===== src/rtl/tls_monitor.sv =====
// Passive observer of the traffic-light controller lamp interface: rebuilds each
// completed phase and checks lamp encoding, phase order and phase duration.
module tls_monitor #(
  parameter int CNT_W = 6
) (
  input  logic             clk,
  input  logic             reset,
  input  logic             set_obs,
  input  logic             stop_obs,
  input  logic             jump_obs,
  input  logic [3:0]       g_dur,
  input  logic [3:0]       y_dur,
  input  logic [3:0]       r_dur,
  input  logic             g_lamp,
  input  logic             y_lamp,
  input  logic             r_lamp,
  output logic             phase_done,
  output logic [1:0]       phase_id,
  output logic [CNT_W-1:0] phase_len,
  output logic             onehot_err,
  output logic             seq_err,
  output logic             dur_err,
  output logic             err_any
);

  typedef enum logic [1:0] {
    ST_SYNC  = 2'd0,
    ST_TRACK = 2'd1,
    ST_PEND  = 2'd2
  } state_t;

  localparam logic [1:0]       PH_G    = 2'd0;
  localparam logic [1:0]       PH_Y    = 2'd1;
  localparam logic [1:0]       PH_R    = 2'd2;
  localparam logic [1:0]       PH_BAD  = 2'd3;
  localparam logic [CNT_W-1:0] CNT_MAX = {CNT_W{1'b1}};
  localparam logic [CNT_W-1:0] CNT_ONE = {{(CNT_W-1){1'b0}}, 1'b1};

  // Lamp code {g,y,r} to phase id; anything not strictly one-hot maps to PH_BAD.
  function automatic logic [1:0] lamp_id(input logic [2:0] code);
    case (code)
      3'b100:  lamp_id = PH_G;
      3'b010:  lamp_id = PH_Y;
      3'b001:  lamp_id = PH_R;
      default: lamp_id = PH_BAD;
    endcase
  endfunction

  function automatic logic [1:0] next_phase(input logic [1:0] id);
    case (id)
      PH_G:    next_phase = PH_Y;
      PH_Y:    next_phase = PH_R;
      PH_R:    next_phase = PH_G;
      default: next_phase = PH_G;
    endcase
  endfunction

  // A programmed duration of zero means the controller runs the full 16 ticks.
  function automatic logic [4:0] exp_len(input logic [3:0] dur);
    exp_len = (dur == 4'd0) ? 5'd16 : {1'b0, dur};
  endfunction

  function automatic logic [CNT_W-1:0] sat_inc(input logic [CNT_W-1:0] v, input logic en);
    sat_inc = (en && (v != CNT_MAX)) ? (v + CNT_ONE) : v;
  endfunction

  state_t           state_q, state_d;
  logic [1:0]       cur_q, cur_d;
  logic [CNT_W-1:0] run_q, run_d;
  logic [CNT_W-1:0] stall_q, stall_d;
  logic             prev_valid_q;
  logic [1:0]       prev_id_q;
  logic             exp_valid_q;
  logic [4:0]       exp_g_q, exp_y_q, exp_r_q;

  logic             done_d, oh_d, seq_d, dur_d;
  logic [1:0]       id_d;
  logic [CNT_W-1:0] len_d;

  logic [1:0]       samp_id_s;
  logic             legal_s;
  logic             force_g_s, force_r_s, force_s, stall_s;
  logic [1:0]       force_id_s;
  logic [4:0]       exp_cur_s;

  assign samp_id_s  = lamp_id({g_lamp, y_lamp, r_lamp});
  assign legal_s    = (samp_id_s != PH_BAD);
  assign force_g_s  = set_obs;
  assign stall_s    = stop_obs & ~set_obs;
  assign force_r_s  = jump_obs & ~set_obs & ~stop_obs;
  assign force_s    = force_g_s | force_r_s;
  assign force_id_s = force_g_s ? PH_G : PH_R;

  // Programmed length of the phase currently being tracked.
  always_comb begin
    case (cur_q)
      PH_G:    exp_cur_s = exp_g_q;
      PH_Y:    exp_cur_s = exp_y_q;
      PH_R:    exp_cur_s = exp_r_q;
      default: exp_cur_s = exp_g_q;
    endcase
  end

  // Phase tracker next state and per-sample report.
  always_comb begin
    state_d = state_q;
    cur_d   = cur_q;
    run_d   = run_q;
    stall_d = stall_q;
    done_d  = 1'b0;
    id_d    = 2'd0;
    len_d   = '0;
    oh_d    = 1'b0;
    seq_d   = 1'b0;
    dur_d   = 1'b0;
    if (!legal_s) begin
      oh_d    = 1'b1;
      state_d = ST_SYNC;
    end else begin
      case (state_q)
        ST_SYNC: begin
          // A force gives a trusted phase start once the forced lamp shows up.
          if (force_s) begin
            cur_d   = force_id_s;
            run_d   = '0;
            stall_d = '0;
            state_d = ST_PEND;
          end else if (prev_valid_q && (samp_id_s != prev_id_q)) begin
            cur_d   = samp_id_s;
            run_d   = CNT_ONE;
            stall_d = '0;
            state_d = ST_TRACK;
          end else begin
            state_d = ST_SYNC;
          end
        end
        ST_TRACK: begin
          if (force_s) begin
            done_d  = 1'b1;
            id_d    = cur_q;
            len_d   = sat_inc(run_q, 1'b1);
            cur_d   = force_id_s;
            run_d   = '0;
            stall_d = '0;
            state_d = ST_PEND;
          end else if (samp_id_s == cur_q) begin
            run_d   = sat_inc(run_q, 1'b1);
            stall_d = sat_inc(stall_q, stall_s);
          end else begin
            done_d = 1'b1;
            id_d   = cur_q;
            len_d  = run_q;
            if (samp_id_s != next_phase(cur_q)) begin
              seq_d = 1'b1;
            end else if (exp_valid_q && (run_q != CNT_MAX) && (stall_q != CNT_MAX)) begin
              dur_d = ((run_q - stall_q) != CNT_W'(exp_cur_s));
            end else begin
              dur_d = 1'b0;
            end
            cur_d   = samp_id_s;
            run_d   = CNT_ONE;
            stall_d = '0;
          end
        end
        ST_PEND: begin
          if (force_s) begin
            cur_d   = force_id_s;
            run_d   = '0;
            stall_d = '0;
          end else if (samp_id_s == cur_q) begin
            run_d   = CNT_ONE;
            stall_d = '0;
            state_d = ST_TRACK;
          end else begin
            seq_d   = 1'b1;
            state_d = ST_SYNC;
          end
        end
        default: state_d = ST_SYNC;
      endcase
    end
  end

  // Tracker state, sample history and registered outputs.
  always_ff @(posedge clk) begin
    if (reset) begin
      state_q      <= ST_SYNC;
      cur_q        <= PH_G;
      run_q        <= '0;
      stall_q      <= '0;
      prev_valid_q <= 1'b0;
      prev_id_q    <= PH_G;
      phase_done   <= 1'b0;
      phase_id     <= 2'd0;
      phase_len    <= '0;
      onehot_err   <= 1'b0;
      seq_err      <= 1'b0;
      dur_err      <= 1'b0;
      err_any      <= 1'b0;
    end else begin
      state_q      <= state_d;
      cur_q        <= cur_d;
      run_q        <= run_d;
      stall_q      <= stall_d;
      prev_valid_q <= legal_s;
      prev_id_q    <= samp_id_s;
      phase_done   <= done_d;
      phase_id     <= id_d;
      phase_len    <= len_d;
      onehot_err   <= oh_d;
      seq_err      <= seq_d;
      dur_err      <= dur_d;
      err_any      <= err_any | oh_d | seq_d | dur_d;
    end
  end

  // Programmed durations, captured whenever the controller sees Set.
  always_ff @(posedge clk) begin
    if (reset) begin
      exp_valid_q <= 1'b0;
      exp_g_q     <= 5'd0;
      exp_y_q     <= 5'd0;
      exp_r_q     <= 5'd0;
    end else if (set_obs) begin
      exp_valid_q <= 1'b1;
      exp_g_q     <= exp_len(g_dur);
      exp_y_q     <= exp_len(y_dur);
      exp_r_q     <= exp_len(r_dur);
    end else begin
      exp_valid_q <= exp_valid_q;
      exp_g_q     <= exp_g_q;
      exp_y_q     <= exp_y_q;
      exp_r_q     <= exp_r_q;
    end
  end

endmodule


===== config.mk =====
export PLATFORM = sky130hd
export DESIGN_NAME = tls_monitor
export DESIGN_NICKNAME = d
export VERILOG_FILES = /design/src/rtl/tls_monitor.sv
export SDC_FILE = /design/constraint.sdc
export NUM_CORES = 1
export LEC_CHECK = 0
export ABC_CLOCK_PERIOD_IN_PS = 5200
export BUFFER_PORTS_ARGS = -buffer_cell sky130_fd_sc_hd__buf_4
export CAP_MARGIN = 20
export CORE_ASPECT_RATIO = 1.75
export CORE_MARGIN = 1
export CORE_UTILIZATION = 63
export DETAILED_ROUTE_END_ITERATION = 10
export PLACE_DENSITY = 0.95
export SETUP_SLACK_MARGIN = 0.5
export SLEW_MARGIN = 20
export SYNTH_ARGS = -nofsm -noshare
export SYNTH_HDL_FRONTEND = slang
export SYNTH_SLANG_ARGS = --single-unit

===== constraint.sdc =====
create_clock -name clk -period 5.2 [get_ports clk]
set_input_delay 0.26 -clock clk [delete_from_list [all_inputs] [get_ports clk]]
set_output_delay 0.26 -clock clk [all_outputs]
set_load 0.01 [all_outputs]

==> impl_metrics.py, run 1 <==
metrics = {
    "outcome": {
        "status": "completed",
    },
    "layout": {
        "synthToLayoutAreaGrowth_pct": 10.7,
        "diodes": 0,
        "num-nets-final": 392,
        "finalInstanceArea_um2": 3180,
        "fin_cells": 408,
        "drive_gt1_frac": 0.165,
    },
    "hold_path": {
        "min_path_type": "input port to register",
        "min-delay-start": "g_dur[2]",
    },
    "floorplan": {
        "fp.coreArea_um2": 4400,
        "start_util": 0.653,
        "ios": 33,
        "rows": 32,
        "die_y_um": 91.4,
        "die_x_um": 53.1,
        "dieArea_um2": 4850,
    },
    "drt": {
        "post_drt_wl_per_cell_um": 16.2,
        "wl_um": 6620,
        "vias": 2554,
        "drtPass1Iterations": 5,
        "ant_nets": 0,
        "drc_errors": 0,
        "dr.first_iter.drc_count": 93,
        "viasPerCell": 6.26,
    },
    "place": {
        "hpwl_um": 4880,
        "postPlaceCellArea_um2": 3070,
        "place.gp.congestion": 0.952,
        "portBuffers": 32,
        "numPlacedInstances": 400,
    },
    "critical_path": {
        "crit_buf_inv": 1,
        "crit_arrival_ps": 2600,
        "cp-end-kind": "register",
        "required_ps": 5410,
        "worstReg2RegStart": "cur_q[0]$_SDFFE_PP0P_",
        "critPathLaunch": "cur_q[0]$_SDFFE_PP0P_",
        "startpoint_type": "register",
        "ff2ff_setup_slack_ps": 2800,
        "slowest_delay_ps": 490,
        "crit_family": "simple AND/OR/NAND/NOR gates",
        "crit_fanout": 9,
        "cp_slowest_cell": "dfxtp_1",
        "crit_chain": "inv_1 -> ha_1 -> nor2_1 -> a21oi_1 -> xor2_1 -> nand2_1 -> nor4_1 -> a311oi_1 -> or2_1",
        "crit_type": "register to register",
    },
    "timing": {
        "slew_headroom": 0.629,
        "setup_viol": 0,
        "finalSetupTns_ps": 0,
        "drv_slew": 0,
        "period_minus_slack_ps": 2400,
        "rsz0062_at_grt": "false",
        "fmax_mhz": 417,
        "finalHoldViolCount": 0,
        "worst_slew_pin_slew_ps": 551,
        "timing.final.crit_share": 0.461,
        "finClkSkew_ps": 6.32,
    },
    "clocking": {
        "cts_buffer_depth": 2,
        "cts.repair.resized": 0,
        "cts_setup_buffers": 0,
        "htree_levels": 2,
        "cts-root-buf": "clkbuf_8",
        "path_clk_slew_ps": 90,
        "numCtsBuffers": 5,
        "clock_sinks": 48,
        "cts_tree": "built",
        "clk_latency_ps": 310,
        "hold_buffers": 0,
    },
    "job": {
        "cap_violations": 0,
    },
    "logic_synthesis": {
        "ys_ff_latch": 48,
        "async_flop_share": 0,
        "synth_most_common_cell": "dfxtp_1",
        "ys.warnings.count": 0,
        "ys_types": 67,
        "ys_seq_area_frac": 0.334,
        "synth_area_leaders": "dfxtp_1 (33%), ha_1 (7.0%), mux2i_1 (6.3%)",
        "synth_top_area_cell": "dfxtp_1",
        "syn_area_per_cell_um2": 8.63,
        "synth_top_area_frac": 0.334,
        "synth_area_um2": 2880,
        "syn_inst": 333,
        "ys_top_cells_by_count": "dfxtp_1 (48), nor2_1 (46), nand2_1 (22)",
        "synth_enable_flop_cells": 0,
        "synth.net_count": 369,
        "synth_ff_type": "dfxtp_1",
    },
    "grt": {
        "grt_pass1_wl_um": 11300,
        "grt_pass1_vias": 2547,
        "grt_start_max_net_pins": 33,
        "track_usage": 0.311,
        "overflow": 0,
        "antenna_found_initial": 0,
    },
    "power": {
        "vdd_drop_max_mv": 0.259,
        "powerDensity_nw_per_um2": 250,
        "p_leak_nw": 1.27,
    },
}
-- layer usage --
layer,GRT usage,up-vias,wire [um]
met1,0.326,1176,2470
li1,-,1240,-
met4,0.154,0,201
met5,0,-,0
met3,0.0553,23,354
met2,0.557,115,3600
-- final timing paths --
path,to,depth (start not counted)
setup / recovery,err_any$_SDFF_PP0_,9
hold / removal,exp_g_q[2]$_SDFFE_PP0P_,3
setup reg to reg,err_any$_SDFF_PP0_,9
hold reg to reg,exp_valid_q$_SDFFE_PP0P_,2
-- kinds of logic (layout without fill, tap and decap cells) --
group / count (synthesis) / after routing / share of synthesized area
and+or+nand+nor: 131 / 131 / 0.243
DFF: 48 / 48 / 0.334
muxes: 20 / 20 / 0.0705
buffers and inverters: 30 / 54 / 0.0561
adders and majority gates: 17 / 17 / 0.0735
AOI/OAI and AO/OA: 74 / 74 / 0.178
xor gates and xnor gates: 13 / 13 / 0.0448
-- cell type report --
cell class / count / area [um^2]
tap: 51 / 63.8
sequential: 48 / 961
multi-input combinational: 255 / 1750
timing repair buffer: 32 / 240
fill: 350 / 1220
clock inverter: 3 / 42.5
clock buffer: 5 / 68.8
inverter: 14 / 52.6
-- sequential cells by signal, summed over array words and instances (netlist names), 2 cells and up --
| name | cells |
|---|---|
| phase_len | 6 |
| run_q | 6 |
| stall_q | 6 |
| exp_g_q | 5 |
| exp_r_q | 5 |
| exp_y_q | 5 |
| cur_q | 2 |
| phase_id | 2 |
| prev_id_q | 2 |
| state_q | 2 |
-- layout by cell type (no fill, tap or decap), drive strengths merged, types with 4 or more instances in the layout --
cell type	Yosys	final
nor2	49	49
dfxtp	48	48
buf	10	32
nand2	22	22
a21oi	20	20
o21ai	20	20
mux2i	18	18
ha	16	16
inv	14	14
nand3	7	7
xor2	6	6
and3	6	6
xnor2	6	6
a22oi	6	6
nor3	6	6
nor2b	5	5
nor4	5	5
clkbuf	5	5
or2	5	5
a31oi	4	4
nand2b	4	4
nand4	4	4
a311oi	4	4
-- worst min-delay path, delay by kind of cell --
kind          cells  cell delay, ps
mux               1              60
simple gates      1              70
buf+inv           1              90
-- power breakdown --
| group | total (mW) | leakage [nW] | switching (mW) | internal (mW) |
|---|---|---|---|---|
| combinational | 0.131 | 0.821 | 0.0753 | 0.0558 |
| sequential | 0.391 | 0.392 | 0.0110 | 0.380 |
| clock | 0.274 | 0.0541 | 0.131 | 0.142 |
| total | 0.795 | 1.27 | 0.217 | 0.578 |
-- metrics by stage --
| step | hold WS [ps] | utilization | setup slack (ps) | total power, mW |
|---|---|---|---|---|
| 2_1_floorplan | 407 | - | 3000 | 0.494 |
| 3_3_place_gp | 444 | 0.697 | 3010 | 0.520 |
| 3_5_place_dp | 481 | 0.697 | 2820 | 0.526 |
| 4_1_cts | 200 | 0.722 | 2810 | 0.792 |
| 5_1_grt | 220 | 0.722 | 2630 | 0.826 |
| 6_report | 197 | 0.722 | 2800 | 0.795 |
Note: power is estimated with default switching activity, not from simulation.
==> inputs of run 2 (changes only) <==
Settings changed: ABC_AREA set to 1, ABC_CLOCK_PERIOD_IN_PS 5200 to 2400, CORE_UTILIZATION 63 to 58, PLACE_DENSITY 0.95 to 0.9.
Clock period 5.2 ns to 2.4 ns, I/O delays scaled along.
==> run 2 against run 1 <==
  * Utilization up 0.78 points
  * Cell area is 8.0% higher
  * Register-to-register slack lost 2300 ps
  * Maximum frequency rose by 28%
  * Final cell count up 25%
  * Clock power increased by 83%
  * Power rose by 150%
  * Worst hold slack got worse by 160 ps
  * Clock skew grew 4.0 ps
  * Critical path depth increased by 3
  * Via count increased by 13%
  * Critical endpoint is now dur_err$_SDFF_PP0_
==> impl_metrics.py, run 2 <==
metrics = {
    "timing": {
        "setup_viol": 0,
        "worst_slew_pin_slew_ps": 380,
        "timing.final.crit_share": 0.780,
        "finalHoldViolCount": 0,
        "fmax_mhz": 534,
        "drv_slew": 0,
        "finalSetupTns_ps": 0,
        "period_minus_slack_ps": 1870,
        "finClkSkew_ps": 10.4,
        "worst_slack_ps": 527,
        "rsz0062_at_grt": "true",
        "slew_headroom": 0.747,
    },
    "critical_path": {
        "cp_slowest_cell": "dfxtp_2",
        "crit_arrival_ps": 2070,
        "ff2ff_setup_slack_ps": 530,
        "required_ps": 2590,
        "startpoint_type": "register",
        "cp-end-kind": "register",
        "crit_chain": "inv_2 -> ha_4 -> inv_1 -> o21bai_2 -> nand3_2 -> nand2_2 -> nand2_2 -> nand3b_1 -> nand2_2 -> nor2_2 -> nand2_1 -> and2_1",
        "crit_type": "register to register",
        "crit_buf_inv": 2,
        "crit_fanout": 3,
        "crit_family": "simple AND/OR/NAND/NOR gates",
        "slowest_delay_ps": 350,
        "crit_top_cell": "nand2_2",
    },
    "logic_synthesis": {
        "synth_ff_type": "dfxtp_1",
        "ys_ff_latch": 48,
        "synth_top_area_frac": 0.337,
        "async_flop_share": 0,
        "synth_top_area_cell": "dfxtp_1",
        "ys_seq_area_frac": 0.337,
        "synth_enable_flop_cells": 0,
        "synth_area_leaders": "dfxtp_1 (34%), nand2_1 (13%), nor2_1 (8.6%)",
        "synth_area_um2": 2850,
        "syn_area_per_cell_um2": 6.87,
        "ys.warnings.count": 0,
        "ys_top_cells_by_count": "nand2_1 (98), nor2_1 (65), inv_1 (49)",
        "ys_types": 32,
        "synth.net_count": 451,
        "syn_inst": 415,
        "synth_most_common_cell": "nand2_1",
    },
    "layout": {
        "drive_gt1_frac": 0.236,
        "synthToLayoutAreaGrowth_pct": 20.5,
        "finalInstanceArea_um2": 3440,
        "diodes": 0,
        "nFillCells": 361,
        "final_common_cell": "nand2_1",
        "num-nets-final": 492,
        "final_util": 0.730,
        "mostFrequentLayoutCells": "nand2_1 (93), nor2_1 (62), inv_1 (45)",
        "top_regs": "phase_len x6, run_q x6, stall_q x6",
    },
    "clocking": {
        "cts-root-buf": "clkbuf_8",
        "cts_buffer_depth": 2,
        "hold_buffers": 0,
        "numCtsBuffers": 5,
        "cts_tree": "built",
        "clk_latency_ps": 310,
        "clock_sinks": 48,
        "htree_levels": 2,
        "path_clk_slew_ps": 90,
    },
    "floorplan": {
        "fp.coreArea_um2": 4710,
        "rows": 33,
        "dieArea_um2": 5210,
        "die_x_um": 55.0,
        "start_util": 0.606,
        "die_y_um": 94.8,
        "ios": 33,
    },
    "place": {
        "hpwl_um": 5160,
        "pre_cts_ws_ps": 334,
        "portBuffers": 32,
        "place.gp.congestion": 0.944,
        "postPlaceCellArea_um2": 3150,
    },
    "drt": {
        "dr.first_iter.drc_count": 90,
        "ant_nets": 0,
        "post_drt_wl_per_cell_um": 14.4,
        "drtPass1Iterations": 5,
        "wl_um": 7340,
        "vias": 2877,
        "drc_errors": 0,
        "viasPerCell": 5.65,
    },
    "outcome": {
        "status": "completed",
    },
    "grt": {
        "antenna_found_initial": 0,
        "grt_pass1_wl_um": 11100,
        "grt_pass1_vias": 2678,
        "grt_start_max_net_pins": 23,
        "track_usage": 0.292,
        "overflow": 0,
    },
    "job": {
        "cap_violations": 0,
    },
    "power": {
        "p_leak_nw": 1.59,
        "vdd_drop_max_mv": 0.603,
        "powerDensity_nw_per_um2": 567,
    },
    "hold_path": {
        "min_path_type": "input port to register",
    },
}
==> run 2: changes by cell type after synthesis, moves of 6 or more <==
cell	before	now
inv_1	14	49
a21oi_1	19	28
o21ai_1	12	0
o21ai_0	8	23
nand2_4	0	6
nor2_1	46	65
nand2_1	22	98
and3_1	6	0
nand3_1	7	27
mux2i_1	18	0
==> run 2: final cells by class <==
class | count | area, um^2 | area share
multi-input cells | 310 | 1810 | 0.526
flip-flops and latches | 48 | 977 | 0.284
clock inverters | 2 | 10.0 | 0.00291
clock buffers | 6 | 82.6 | 0.0240
inverters | 53 | 205 | 0.0597
well taps | 52 | 65.1 | 0.0189
repair buffers | 38 | 289 | 0.0841
==> run 2: report_power, final <==
part           internal [mW]  switching (mW)
Clock                  0.230           0.272
Combinational          0.221           0.343
Sequential             0.841          0.0422
Total                   1.29           0.657
==> run 2: worst paths after layout <==
check                                from                       to  cells after the start
setup / recovery  stall_q[1]$_SDFFE_PP0P_       dur_err$_SDFF_PP0_                     12
hold / removal                   y_dur[2]  exp_y_q[2]$_SDFFE_PP0P_                      3
setup reg to reg  stall_q[1]$_SDFFE_PP0P_       dur_err$_SDFF_PP0_                     12
hold reg to reg   exp_g_q[4]$_SDFFE_PP0P_  exp_g_q[4]$_SDFFE_PP0P_                      2
==> run 2: per-layer routing <==
layer	track usage	vias to the layer above	share of wire
met4	0.179	0	0.055
met3	0.0483	35	0.054
met2	0.514	115	0.54
met5	0	-	0
met1	0.301	1324	0.35
li1	-	1403	-
==> run 2: metrics by stage <==
step	cells	total power [mW]	hold slack (ps)
final	509	1.95	31.9
after global routing	509	2.05	35.4
after CTS	506	1.88	34.0
after detailed placement	496	1.37	357
after global placement	496	1.35	352
after floorplan	415	1.24	189
==> run 2: repair_timing <==
action	CTS	global route
pin swaps	11	8
setup buffers	2	2
cloned	0	1
setup endpoints to repair	5	18
resized for setup	9	39
==> run 2: cell families after synthesis <==
logic type	count (synthesis)	synth area share
xor gates and xnor gates	12	0.0369
adders and majority gates	16	0.0702
AOI/OAI and AO/OA	57	0.109
buffers and inverters	58	0.0777
and+or+nand+nor	224	0.369
DFF	48	0.337
==> run 2: tightest hold or removal path, cell delays in order <==
cell	delay (ps)
buf_4	80
nor2_1	30
nor2_1	80
